### src/rtl/inv_pipe_pkg.sv
// inv_pipe_pkg: shared defaults and occupancy-width helper for inv_pipe
package inv_pipe_pkg;
    localparam int DEFAULT_WIDTH = 8;
    localparam int DEFAULT_DEPTH = 2;
    function automatic int occ_w(input int depth);
        return $clog2(depth + 1);
    endfunction
endpackage

### src/rtl/tr_inv_cell.sv
// tr_inv_cell: one-bit CMOS inverter, pmos/nmos switches when INV_PIPE_SWITCH_LEVEL_EN is defined
module tr_inv_cell (
    input  logic a_i,
    output wire  y_o
);
`ifdef INV_PIPE_SWITCH_LEVEL_EN
    supply1 vdd;
    supply0 gnd;
    pmos p_up (y_o, vdd, a_i);
    nmos n_dn (y_o, gnd, a_i);
`else
    assign y_o = ~a_i;
`endif
endmodule

### src/rtl/inv_pipe.sv
// inv_pipe: elastic DEPTH-stage per-lane masked inverter; INV_PIPE_SWITCH_LEVEL_EN selects switch-level inverters
module inv_pipe
    import inv_pipe_pkg::*;
#(
    parameter int               WIDTH     = DEFAULT_WIDTH,
    parameter int               DEPTH     = DEFAULT_DEPTH,
    parameter logic [WIDTH-1:0] INIT_MASK = '1
) (
    input  logic                      clk,
    input  logic                      rst,
    input  logic                      in_valid,
    output logic                      in_ready,
    input  logic [WIDTH-1:0]          in_data,
    input  logic                      mask_we,
    input  logic [WIDTH-1:0]          mask_wdata,
    output logic                      out_valid,
    input  logic                      out_ready,
    output logic [WIDTH-1:0]          out_data,
    output logic [occ_w(DEPTH)-1:0]   occupancy
);
    localparam int OW = occ_w(DEPTH);

    logic [WIDTH-1:0] mask_q, op_d;
    logic [DEPTH-1:0] vld_q, vld_d, acc;
    logic [WIDTH-1:0] dat_q [DEPTH];
    logic [WIDTH-1:0] dat_d [DEPTH];
    logic [OW-1:0]    occ_q, occ_d;
    logic             in_hs, out_hs;

`ifdef INV_PIPE_SWITCH_LEVEL_EN
    wire [WIDTH-1:0] inv_op;
    for (genvar g = 0; g < WIDTH; g++) begin : g_lane
        tr_inv_cell u_cell (.a_i(in_data[g]), .y_o(inv_op[g]));
    end
    assign op_d = (inv_op & mask_q) | (in_data & ~mask_q);
`else
    assign op_d = in_data ^ mask_q;
`endif

    // acc[k]: stage k can take a word this cycle (empty, or its word moves on)
    always_comb begin
        acc = '0;
        acc[DEPTH-1] = !vld_q[DEPTH-1] || out_ready;
        for (int k = DEPTH - 2; k >= 0; k--) acc[k] = !vld_q[k] || acc[k+1];
        vld_d[0] = acc[0] ? in_valid : vld_q[0];
        dat_d[0] = (acc[0] && in_valid) ? op_d : dat_q[0];
        for (int k = 1; k < DEPTH; k++) begin
            vld_d[k] = acc[k] ? vld_q[k-1] : vld_q[k];
            dat_d[k] = (acc[k] && vld_q[k-1]) ? dat_q[k-1] : dat_q[k];
        end
    end

    assign in_ready  = acc[0];
    assign in_hs     = in_valid && acc[0];
    assign out_hs    = vld_q[DEPTH-1] && out_ready;
    assign occ_d     = occ_q + OW'(in_hs) - OW'(out_hs);
    assign out_valid = vld_q[DEPTH-1];
    assign out_data  = dat_q[DEPTH-1];
    assign occupancy = occ_q;

    always_ff @(posedge clk) begin
        if (rst) begin
            vld_q  <= '0;
            dat_q  <= '{default: '0};
            mask_q <= INIT_MASK;
            occ_q  <= '0;
        end else begin
            vld_q <= vld_d;
            dat_q <= dat_d;
            occ_q <= occ_d;
            if (mask_we) mask_q <= mask_wdata;
        end
    end
endmodule
### config.mk
export PLATFORM = sky130hd
export DESIGN_NAME = inv_pipe
export DESIGN_NICKNAME = d
export VERILOG_FILES = /design/src/rtl/inv_pipe_pkg.sv /design/src/rtl/tr_inv_cell.sv /design/src/rtl/inv_pipe.sv
export SDC_FILE = /design/constraint.sdc
export NUM_CORES = 1
export LEC_CHECK = 0
export BUFFER_PORTS_ARGS = -buffer_cell sky130_fd_sc_hd__buf_2
export CAP_MARGIN = 0
export CORE_MARGIN = 2
export CORE_UTILIZATION = 45
export CTS_CLUSTER_SIZE = 30
export DETAILED_ROUTE_END_ITERATION = 16
export HOLD_SLACK_MARGIN = 0.08
export PLACE_DENSITY = 0.67
export REMOVE_ABC_BUFFERS = 1
export SLEW_MARGIN = 20
export SYNTH_ARGS = -nofsm -noshare
export SYNTH_HDL_FRONTEND = slang
export SYNTH_SLANG_ARGS = --single-unit
### constraint.sdc
create_clock -name clk -period 5.1 [get_ports clk]
set_clock_uncertainty 0.15 [all_clocks]
set_input_delay 0 -clock clk [delete_from_list [all_inputs] [get_ports clk]]
set_output_delay 0 -clock clk [all_outputs]
set_load 0.05 [all_outputs]
==> impl_results.md, run 1 <==
* Reg2Reg Depth at 9
* Routability cong. at 0.666
* TNS Setup at 0 ps
* Syn Inst Count at 125
* Clock sink total at 28
* Cts bufs inserted at 3
* Pwr Total at 0.000448 W
* Routed wire length at 2550 um
* Commonest non-fill, non-tap cell in the layout: dlygate4sd3_1
* WP data required at 5160 ps
* Crit Path Category: flip-flop to flip-flop
* First-pass GRT wire length at 4370 um
* Area grow syn2layout at 39.5%
* Post-cts sizing count at 0
* Synth Cell Area at approximately 0.0012 mm^2
* Worst IR drop on VDD at about 0.20 mV
* Ant diodes at 0
* Vias at 1044
* Initial antenna violation count at 0
* # setup viols final at 0
* Die area at 0.00314 mm^2
* Area of the core at around 0.0025 mm^2
* Syn Area/Cell at 9.74 um^2
* WL/cell at between 10 and 15 um
* Leak at just over 0.7 nW
* R2R Setup Slk at 3080 ps
* Total gr overflow at 0
* Critical Path Sink Type: flip-flop
* GR Util All Layers at 0.170
* CP startpoint kind: flip-flop
* Synth Warn # at 0
* Pre-Repair DR Iteration Count at 4
* Die Height at 56.0 um
* Main synth FF type: dfxtp_1
* Clk pin slew, worst setup/hold paths at 140 ps
* Final Cycle Share at 0.397
* Pin count of the biggest net entering global routing at 29
* Adder-cell share of the synthesized area at 0.0206
* FF+latch count, synth at 28
* Place WS at 3090 ps
* Slew HR at 0.669
* Worst-Skew Late Latency at 320 ps
* Worst-path fanout max at 9
* Synth Area in Simple Gates at 0.114
* Final Hold Viols at 0
* Worst-Margin Slew at about 500 ps
* Status: complete, no violations
* Reg-to-reg startpoint: vld_q[1]
* Cell area power density at 264 mW/mm^2
* Initial Util at 0.483
* Hold Crit Class: flip-flop to flip-flop
* Max Clock Freq at ~490 MHz
* Vias in the first global route at 1064
* Antenna Violating Nets Remaining at 0
* Slew Viols, Final at 0
* Post-synth ARST share at 0
* Multiplexer area fraction after synthesis at 0
* Most frequent cells in the layout: dlygate4sd3_1 (36), buf_2 (32), dfxtp_1 (28)
* Sequential area share after synthesis at 0.460
* Cell variety after synth at 23
* Complex-gate fraction of the synthesized area at 0.227
* Final worst setup slack at 3080 ps
* DR iter-0 viols at 31
* Crit path capture: occupancy[1]
* Nets at 205
* DRC at 0
* Vias/cell at 4.95
* Critical Path AT at 2080 ps
* Layout cells sized above 1 at 0.221
* Reg-to-Reg End: occupancy[1]
* DPL Wire Length at 1490 um
* Number of flops mapped to enable cells by yosys at 0
* Min Hold Slack at 338 ps
* CP Launch Point: vld_q[1]
* CTS tree: built
* Root Driver: clkbuf_4
* Row cnt at 18
* RSZ-0062 raised after global routing: false
* Period minus WS final at 2020 ps
* Largest family of logic cells by synthesized area: compound AO/OA/AOI/OAI gates
* XOR/XNOR Fraction of Synth Area at 0.0719
* Die boundary width at 56.0 um
* PortBufs at 32
* Clock Path Buffers at 2
* Top Ports at 33
* Max_cap viols at 0
* Htree depth at 1
-- synth_stat cells, types with 2 or more instances --
library cell	instances	area (um^2)
a211o_1	8	70.1
a211oi_1	8	60.1
a21oi_1	18	90.1
buf_2	4	20.0
buf_4	8	60.1
dfxtp_1	28	561
ha_1	2	25.0
inv_1	4	15.0
nand3_1	8	40.0
nor2b_1	9	56.3
o21ai_0	8	40.0
xnor2_1	9	78.8
-- kinds of logic (layout without fill, tap and decap cells) --
| kind of cell | count (synthesis) | in the layout |
|---|---|---|
| compound gates | 43 | 43 |
| xor+xnor | 10 | 10 |
| fa+ha+maj | 2 | 2 |
| buf+inv | 20 | 76 |
| flops | 28 | 28 |
| simple gates | 22 | 22 |
-- power breakdown --
part | internal (W) | total, W | switching, W
clock network | 0.0000436 | 0.000105 | 0.0000615
logic | 0.0000510 | 0.0000989 | 0.0000479
registers | 0.000234 | 0.000244 | 0.0000102
-- worst min path at each step --
stage | startpoint | endpoint | cells past startpoint
after global routing | out_data[6] | out_data[6] | 2
final | out_data[1] | out_data[1] | 2
after detailed placement | mask_wdata[0] | mask_q[0] | 2
after floorplan | rst | out_data[0] | 1
after CTS | out_data[1] | out_data[1] | 2
after global placement | mask_wdata[2] | mask_q[2] | 2
-- critical path: stages (launching register included) --
cell and delay, ps:
dfxtp_1 380, nor2b_4 170, a21oi_4 260, inv_1 80, ha_1 290, inv_1 50
ha_1 140, xor2_1 180, xnor2_1 140, nor2_1 50
-- state kept, by name (all words and copies together) (netlist names) --
| signal | flops |
|---|---|
| dat_q | 8 |
| mask_q | 8 |
| occupancy | 2 |
| out_data | 8 |
| vld_q | 2 |
-- final cells by class --
type,instances,area [um^2]
Inverter,4,15.0
Timing Repair Buffer,68,520
Fill cell,220,825
Clock buffer,4,36.3
Tap cell,30,37.5
Sequential cell,28,561
Multi-Input combinational cell,77,528
-- routing by layer --
layer / vias to the layer above / part of all wire / global-route usage
li1: 539 / - / -
met4: 0 / 0 / 0.0408
met1: 472 / 0.44 / 0.195
met2: 33 / 0.50 / 0.321
met3: 0 / 0.058 / 0.0302
met5: - / 0 / 0
-- stage by stage --
step / instances / instance area (um^2) / utilization
after global routing: 211 / 1700 / 0.673
after global placement: 171 / 1300 / 0.516
final: 211 / 1700 / 0.673
after floorplan: 109 / 1100 / -
after detailed placement: 171 / 1300 / 0.516
after CTS: 211 / 1700 / 0.673
-- repair_timing --
item,CTS,global route
setup buffers,0,0
endpoints found under the hold margin,28,0
endpoints found under the setup margin,0,0
hold buffers,36,0
Power figures use the tool's default switching activity.
==> run 2: changes to the inputs <==
ABC_AREA = 1   (was not set)
clock period = 2.1 ns   (was 5.1 ns; I/O delays follow)
==> run 2 against run 1 <==
  * Largest power group unchanged
  * Worst hold slack better by 5.4 ps
  * Cell count grew 26%
  * Critical path type is now input port to flip-flop
  * Largest cell class unchanged
  * Global-route usage increased by 1.3 points
==> impl_results.md, run 2 <==
* Layout cells sized above 1 at 0.183
* Sequential area share after synthesis at 0.453
* Cell Int Power at 0.000880 W
* Row cnt at 19
* Total gr overflow at 0
* Cell area power density at 695 mW/mm^2
* CP cell instances: dlygate4sd3_1, buf_2, a21oi_1, dlygate4sd3_1, o21ai_0, dlygate4sd3_1
* Hold Crit Class: flip-flop to flip-flop
* Worst-Skew Late Latency at 330 ps
* Period minus WS final at 2010 ps
* Vias in the first global route at 1204
* CP startpoint kind: input port
* Top Ports at 33
* WL/cell at 10.1 um
* Final Cycle Share at 0.956
* Initial Util at 0.460
* Antenna Violating Nets Remaining at 0
* Final worst setup slack at 93.4 ps
* Part of the power in combinational logic at 0.222
* DRC at 0
* Main synth FF type: dfxtp_1
* First-pass GRT wire length at 4710 um
* Clock sink total at 28
* Worst-path fanout max at 12
* Die boundary width at 56.4 um
* Util after Layout at 0.653
* Slew Viols, Final at 0
* Critical Path Sink Type: flip-flop
* Pre-Repair DR Iteration Count at 4
* Crit Path Category: input port to flip-flop
* Psw at 0.000337 W
* WP data required at around 2200 ps
* Seq pwr share at 0.487
* CP max-delay cell: dlygate4sd3_1
* Leak at 0.933 nW
* Number of flops mapped to enable cells by yosys at 0
* Synth Warn # at 0
* Critical Path AT at 2090 ps
* Area grow syn2layout at 41.8%
* Die area at ~0.0032 mm^2
* Worst-Margin Slew at 416 ps
* Post-synth ARST share at 0
* Worst IR drop on VDD at 0.641 mV
* Yosys top cell by area: dfxtp_1
* Max_cap viols at 0
* Cell variety after synth at 16
* DPL Wire Length at approximately 1700 um
* Place WS at 342 ps
* Inst Count DP at between 200 and 250
* Clk pwr share at 0.291
* Area of the core at about 0.0027 mm^2
* Syn Inst Count at 176
* Non-Filler Instances at 266
* Vias/cell at 4.54
* Worst Path Buf+Inv at 4
* Max Clock Freq at ~500 MHz
* Pin count of the biggest net entering global routing at 18
* Commonest non-fill, non-tap cell in the layout: nand2_1
* CTS tree: built
* CP max stage delay at around 570 ps
* GR Util All Layers at 0.183
* Routability cong. at 0.703
* Top Family by Delay on Critical Path: buffers and inverters
* Clk pin slew, worst setup/hold paths at 150 ps
* DR iter-0 viols at 26
* Routed wire length at 2690 um
* Pwr Total at 0.00122 W
* Slew HR at 0.722
* Htree depth at 1
* RSZ-0062 raised after global routing: false
* Main area contributors after synthesis: dfxtp_1 (45%), nand2_1 (11%), nor2_1 (10%)
* Post-cts sizing count at 0
* Post-synth top area share at 0.453
* Cts bufs inserted at 3
* Clock Path Buffers at 2
* Most numerous cell in the Yosys netlist: nand2_1
* Status: complete, no violations
* Most used cell, CP: dlygate4sd3_1
* Synth top cells by count: nand2_1 (36), nor2_1 (34), dfxtp_1 (28)
* Most frequent cells in the layout: nand2_1 (36), dlygate4sd3_1 (35), nor2_1 (34)
* Ant diodes at 0
* Synth Cell Area at 0.00124 mm^2
* FF+latch count, synth at 28
* Sw Ratio at 0.277
* Final Hold Viols at 0
* PortBufs at 32
* Nets at ~260
* Vias at 1208
* Initial antenna violation count at 0
* Root Driver: clkbuf_4
* # setup viols final at 0
* R2R Setup Slk at 330 ps
* Syn Area/Cell at roughly 7 um^2
* Die Height at 56.4 um
==> run 2: final cells by class <==
class                   instances  area [um^2]
repair buffers                 68          518
clock buffers                   3         22.5
well taps                      31         38.8
fillers                       229          933
multi-input cells             112          497
clock inverters                 1         30.0
flip-flops and latches         28          561
inverters                      23         86.3
==> run 2: cells by family after synthesis <==
group / Yosys count / share of synthesized area
AND/OR/NAND/NOR: 83 / 0.272
buffers and inverters: 36 / 0.145
flip-flops: 28 / 0.453
AO/OA/AOI/OAI: 27 / 0.109
adder cells (fa/ha/maj): 2 / 0.0202
==> run 2: worst reg2reg max path, stage by stage (launching register included) <==
cell	delay, ps
dfxtp_1	380
nand3_2	100
nand2_1	100
ha_1	290
inv_1	40
ha_1	170
or2_2	290
a21oi_1	120
nor2_1	60
==> run 2: final timing paths <==
path,startpoint,end,depth (start not counted)
worst min-delay path,dat_q[14],dat_q[14],2
worst min register to register,dat_q[14],dat_q[14],2
worst max-delay path,rst,mask_q[2],6
worst max register to register,vld_q[1],occupancy[1],8
==> run 2: timing repair <==
| item | CTS | global route |
|---|---|---|
| setup buffers | 0 | 0 |
| hold buffers | 35 | 0 |
| hold endpoints to repair | 20 | 0 |
==> run 2: metrics by stage <==
| step | area, um^2 | setup TNS (ps) | hold WS (ps) |
|---|---|---|---|
| final | 1750 | 0 | 344 |
| after floorplan | 1140 | -538 | -80.9 |
| after global routing | 1750 | 0 | 360 |
| after CTS | 1750 | 0 | 344 |
| after detailed placement | 1350 | 0 | 73.8 |
| after global placement | 1350 | 0 | 63.5 |
==> run 2: power groups by stage <==
stage | clock network [W] | registers, W | logic (W)
2_1_floorplan | 0 | 0.000661 | 0.0000899
3_3_place_gp | 0 | 0.000602 | 0.000206
3_5_place_dp | 0 | 0.000605 | 0.000211
4_1_cts | 0.000356 | 0.000593 | 0.000266
5_1_grt | 0.000375 | 0.000598 | 0.000299
6_report | 0.000354 | 0.000593 | 0.000270
==> run 2: metal layers <==
metal / global-route usage / routed length, um / share of wire
met5: 0 / 0 / 0
met4: 0.0714 / 19 / 0.0071
met3: 0.0253 / 116 / 0.043
met2: 0.351 / 1360 / 0.51
met1: 0.199 / 1200 / 0.44
==> run 3: changes to the inputs <==
CORE_UTILIZATION = 51   (was 45)
PLACE_DENSITY = 0.75   (was 0.67)
==> run 3 against run 2 <==
  * Via count increased by 11%
  * Critical path type unchanged
  * Clock-buffer cell count increased by 1
  * Largest power group unchanged
  * Largest cell class unchanged
  * Design area unchanged
  * Power decreased by 5.6%
  * Worst hold slack improved by 1.6 ps
==> impl_results.md, run 3 (synthesis gave the netlist of run 2 again) <==
* Status: complete, no violations
* Inst Count DP at between 200 and 250
* Initial Util at 0.548
* # setup viols final at 0
* Most used cell, CP: dlygate4sd3_1
* Vias in the first global route at 1273
* Total gr overflow at 0
* Initial antenna violation count at 0
* Place WS at 340 ps
* DRC at 0
* Clock Path Buffers at 2
* Final Cycle Share at 0.979
* Layout cells sized above 1 at 0.181
* Worst IR drop on VDD at 0.536 mV
* Final Hold Viols at 0
* GR Util All Layers at 0.265
* Htree depth at 1
* Antenna Violating Nets Remaining at 0
* Post CTS Setup Buffer Count at 0
* Post-cts sizing count at 0
* Pre-Repair DR Iteration Count at 4
* Routability cong. at 0.681
* Part of the power in combinational logic at 0.246
* WP data required at ~2200 ps
* Die Height at 53.2 um
* Area grow syn2layout at 41.8%
* Sw Ratio at 0.307
* Fill count at 152
* R2R Setup Slk at 280 ps
* Critical Path Sink Type: flip-flop
* Clk pwr share at 0.236
* Slew Viols, Final at 0
* Vias/cell at between 5 and 6
* Routed wire length at roughly 3400 um
* Seq pwr share at 0.518
* Clk pin slew, worst setup/hold paths at 140 ps
* Pin count of the biggest net entering global routing at 18
* Crit Path Category: input port to flip-flop
* DP Area at 0.00135 mm^2
* Critical Path AT at 2140 ps
* Top Ports at 33
* Area of the core at roughly 0.0023 mm^2
* First-pass GRT wire length at 5460 um
* PortBufs at 32
* Final worst setup slack at 44.4 ps
* Nets at approximately 260
* CP startpoint kind: input port
* Commonest non-fill, non-tap cell in the layout: dlygate4sd3_1
* DR iter-0 viols at 67
* CP max stage delay at 580 ps
* Footprint of the multi-input gates at 497 um^2
* Most frequent cells in the layout: dlygate4sd3_1 (37), nand2_1 (36), nor2_1 (34)
* Ant diodes at 0
* WL/cell at 13.0 um
* DPL Wire Length at 1650 um
* Cell Int Power at ~0.0008 W
* Max_cap viols at 0
* CP Launch Point: rst
* CTS tree: built
* Row cnt at 17
* Cts bufs inserted at 3
* Root Driver: clkbuf_4
* Hold Crit Class: flip-flop to flip-flop
* Leak at 0.938 nW
* Non-Filler Instances at 265
* Die area at 0.00283 mm^2
* Psw at 0.000353 W
* Hold Crit Start: dat_q[8]
* CP max-delay cell: dlygate4sd3_1
* Reg area at roughly 560 um^2
* Slew HR at 0.707
* Util after Layout at 0.777
* RSZ-0062 raised after global routing: false
* TNS Setup at 0 ps
* Max Clock Freq at 486 MHz
* Top Family by Delay on Critical Path: buffers and inverters
* Cell area power density at 656 mW/mm^2
* Clock sink total at 28
* Finished Cell Area at 0.00175 mm^2
* Worst-Margin Slew at roughly 440 ps
* Die boundary width at 53.2 um
* CP cell instances: dlygate4sd3_1, buf_2, a21oi_1, dlygate4sd3_1, o21ai_0, dlygate4sd3_1
* Period minus WS final at 2060 ps
* Vias at 1342
* Worst Path Buf+Inv at 4
* Worst-path fanout max at 12
* Worst-Skew Late Latency at roughly 340 ps
* Reg-to-reg startpoint: vld_q[1]
## run 3: cell types whose count changed in the layout (fill, tap and decap cells not counted), sizes merged
cell / before / now
clkbuf: 3 / 4
dlygate4sd3: 35 / 37
bufinv: 1 / 0
## run 3: routing by layer
layer  routed length (um)  vias to the layer above  global-route usage
met5                    0                        -                   0
met4                   70                        0              0.0897
met3                  242                       11              0.0395
met2                 1780                       80               0.514
met1                 1340                      596               0.284
li1                     -                      655                   -
## run 3: final timing paths
path,end,cells past startpoint
worst min-delay path,dat_q[8],2
worst min register to register,dat_q[8],2
worst max register to register,occupancy[1],8
worst max-delay path,mask_q[4],6
## run 3: stage by stage
stage / total power (W) / hold WS, ps
after floorplan: 0.000751 / -80.9
after global placement: 0.000806 / 58.8
after detailed placement: 0.000815 / 68.2
after CTS: 0.00113 / 346
after global routing: 0.00119 / 377
final: 0.00115 / 345
## run 3: cell type report
type / count / share of cell area
Clock buffer: 4 / 0.0207
Inverter: 23 / 0.0493
Multi-Input combinational cell: 112 / 0.283
Sequential cell: 28 / 0.320
Tap cell: 28 / 0.0200
Timing Repair Buffer: 70 / 0.307
## run 3: power by group through the flow
stage                     Clock [W]  Combinational (W)  Sequential (W)
after CTS                  0.000266           0.000269        0.000593
after detailed placement          0           0.000210        0.000605
after global routing       0.000284           0.000307        0.000600
after global placement            0           0.000204        0.000602
final                      0.000271           0.000283        0.000595
after floorplan                   0          0.0000899        0.000661
## run 3: worst register-to-register path, delay by kind of cell, from the launching register on
kind | cells | cell delay [ps]
AND/OR/NAND/NOR | 4 | 570
adder cells (fa/ha/maj) | 2 | 470
flip-flops | 1 | 390
AO/OA/AOI/OAI | 1 | 130
buffers and inverters | 1 | 40
## run 3: timing repair
action / CTS / global route
endpoints found under the hold margin: 20 / 0
setup endpoints to repair: 0 / 0
hold buffers: 37 / 0
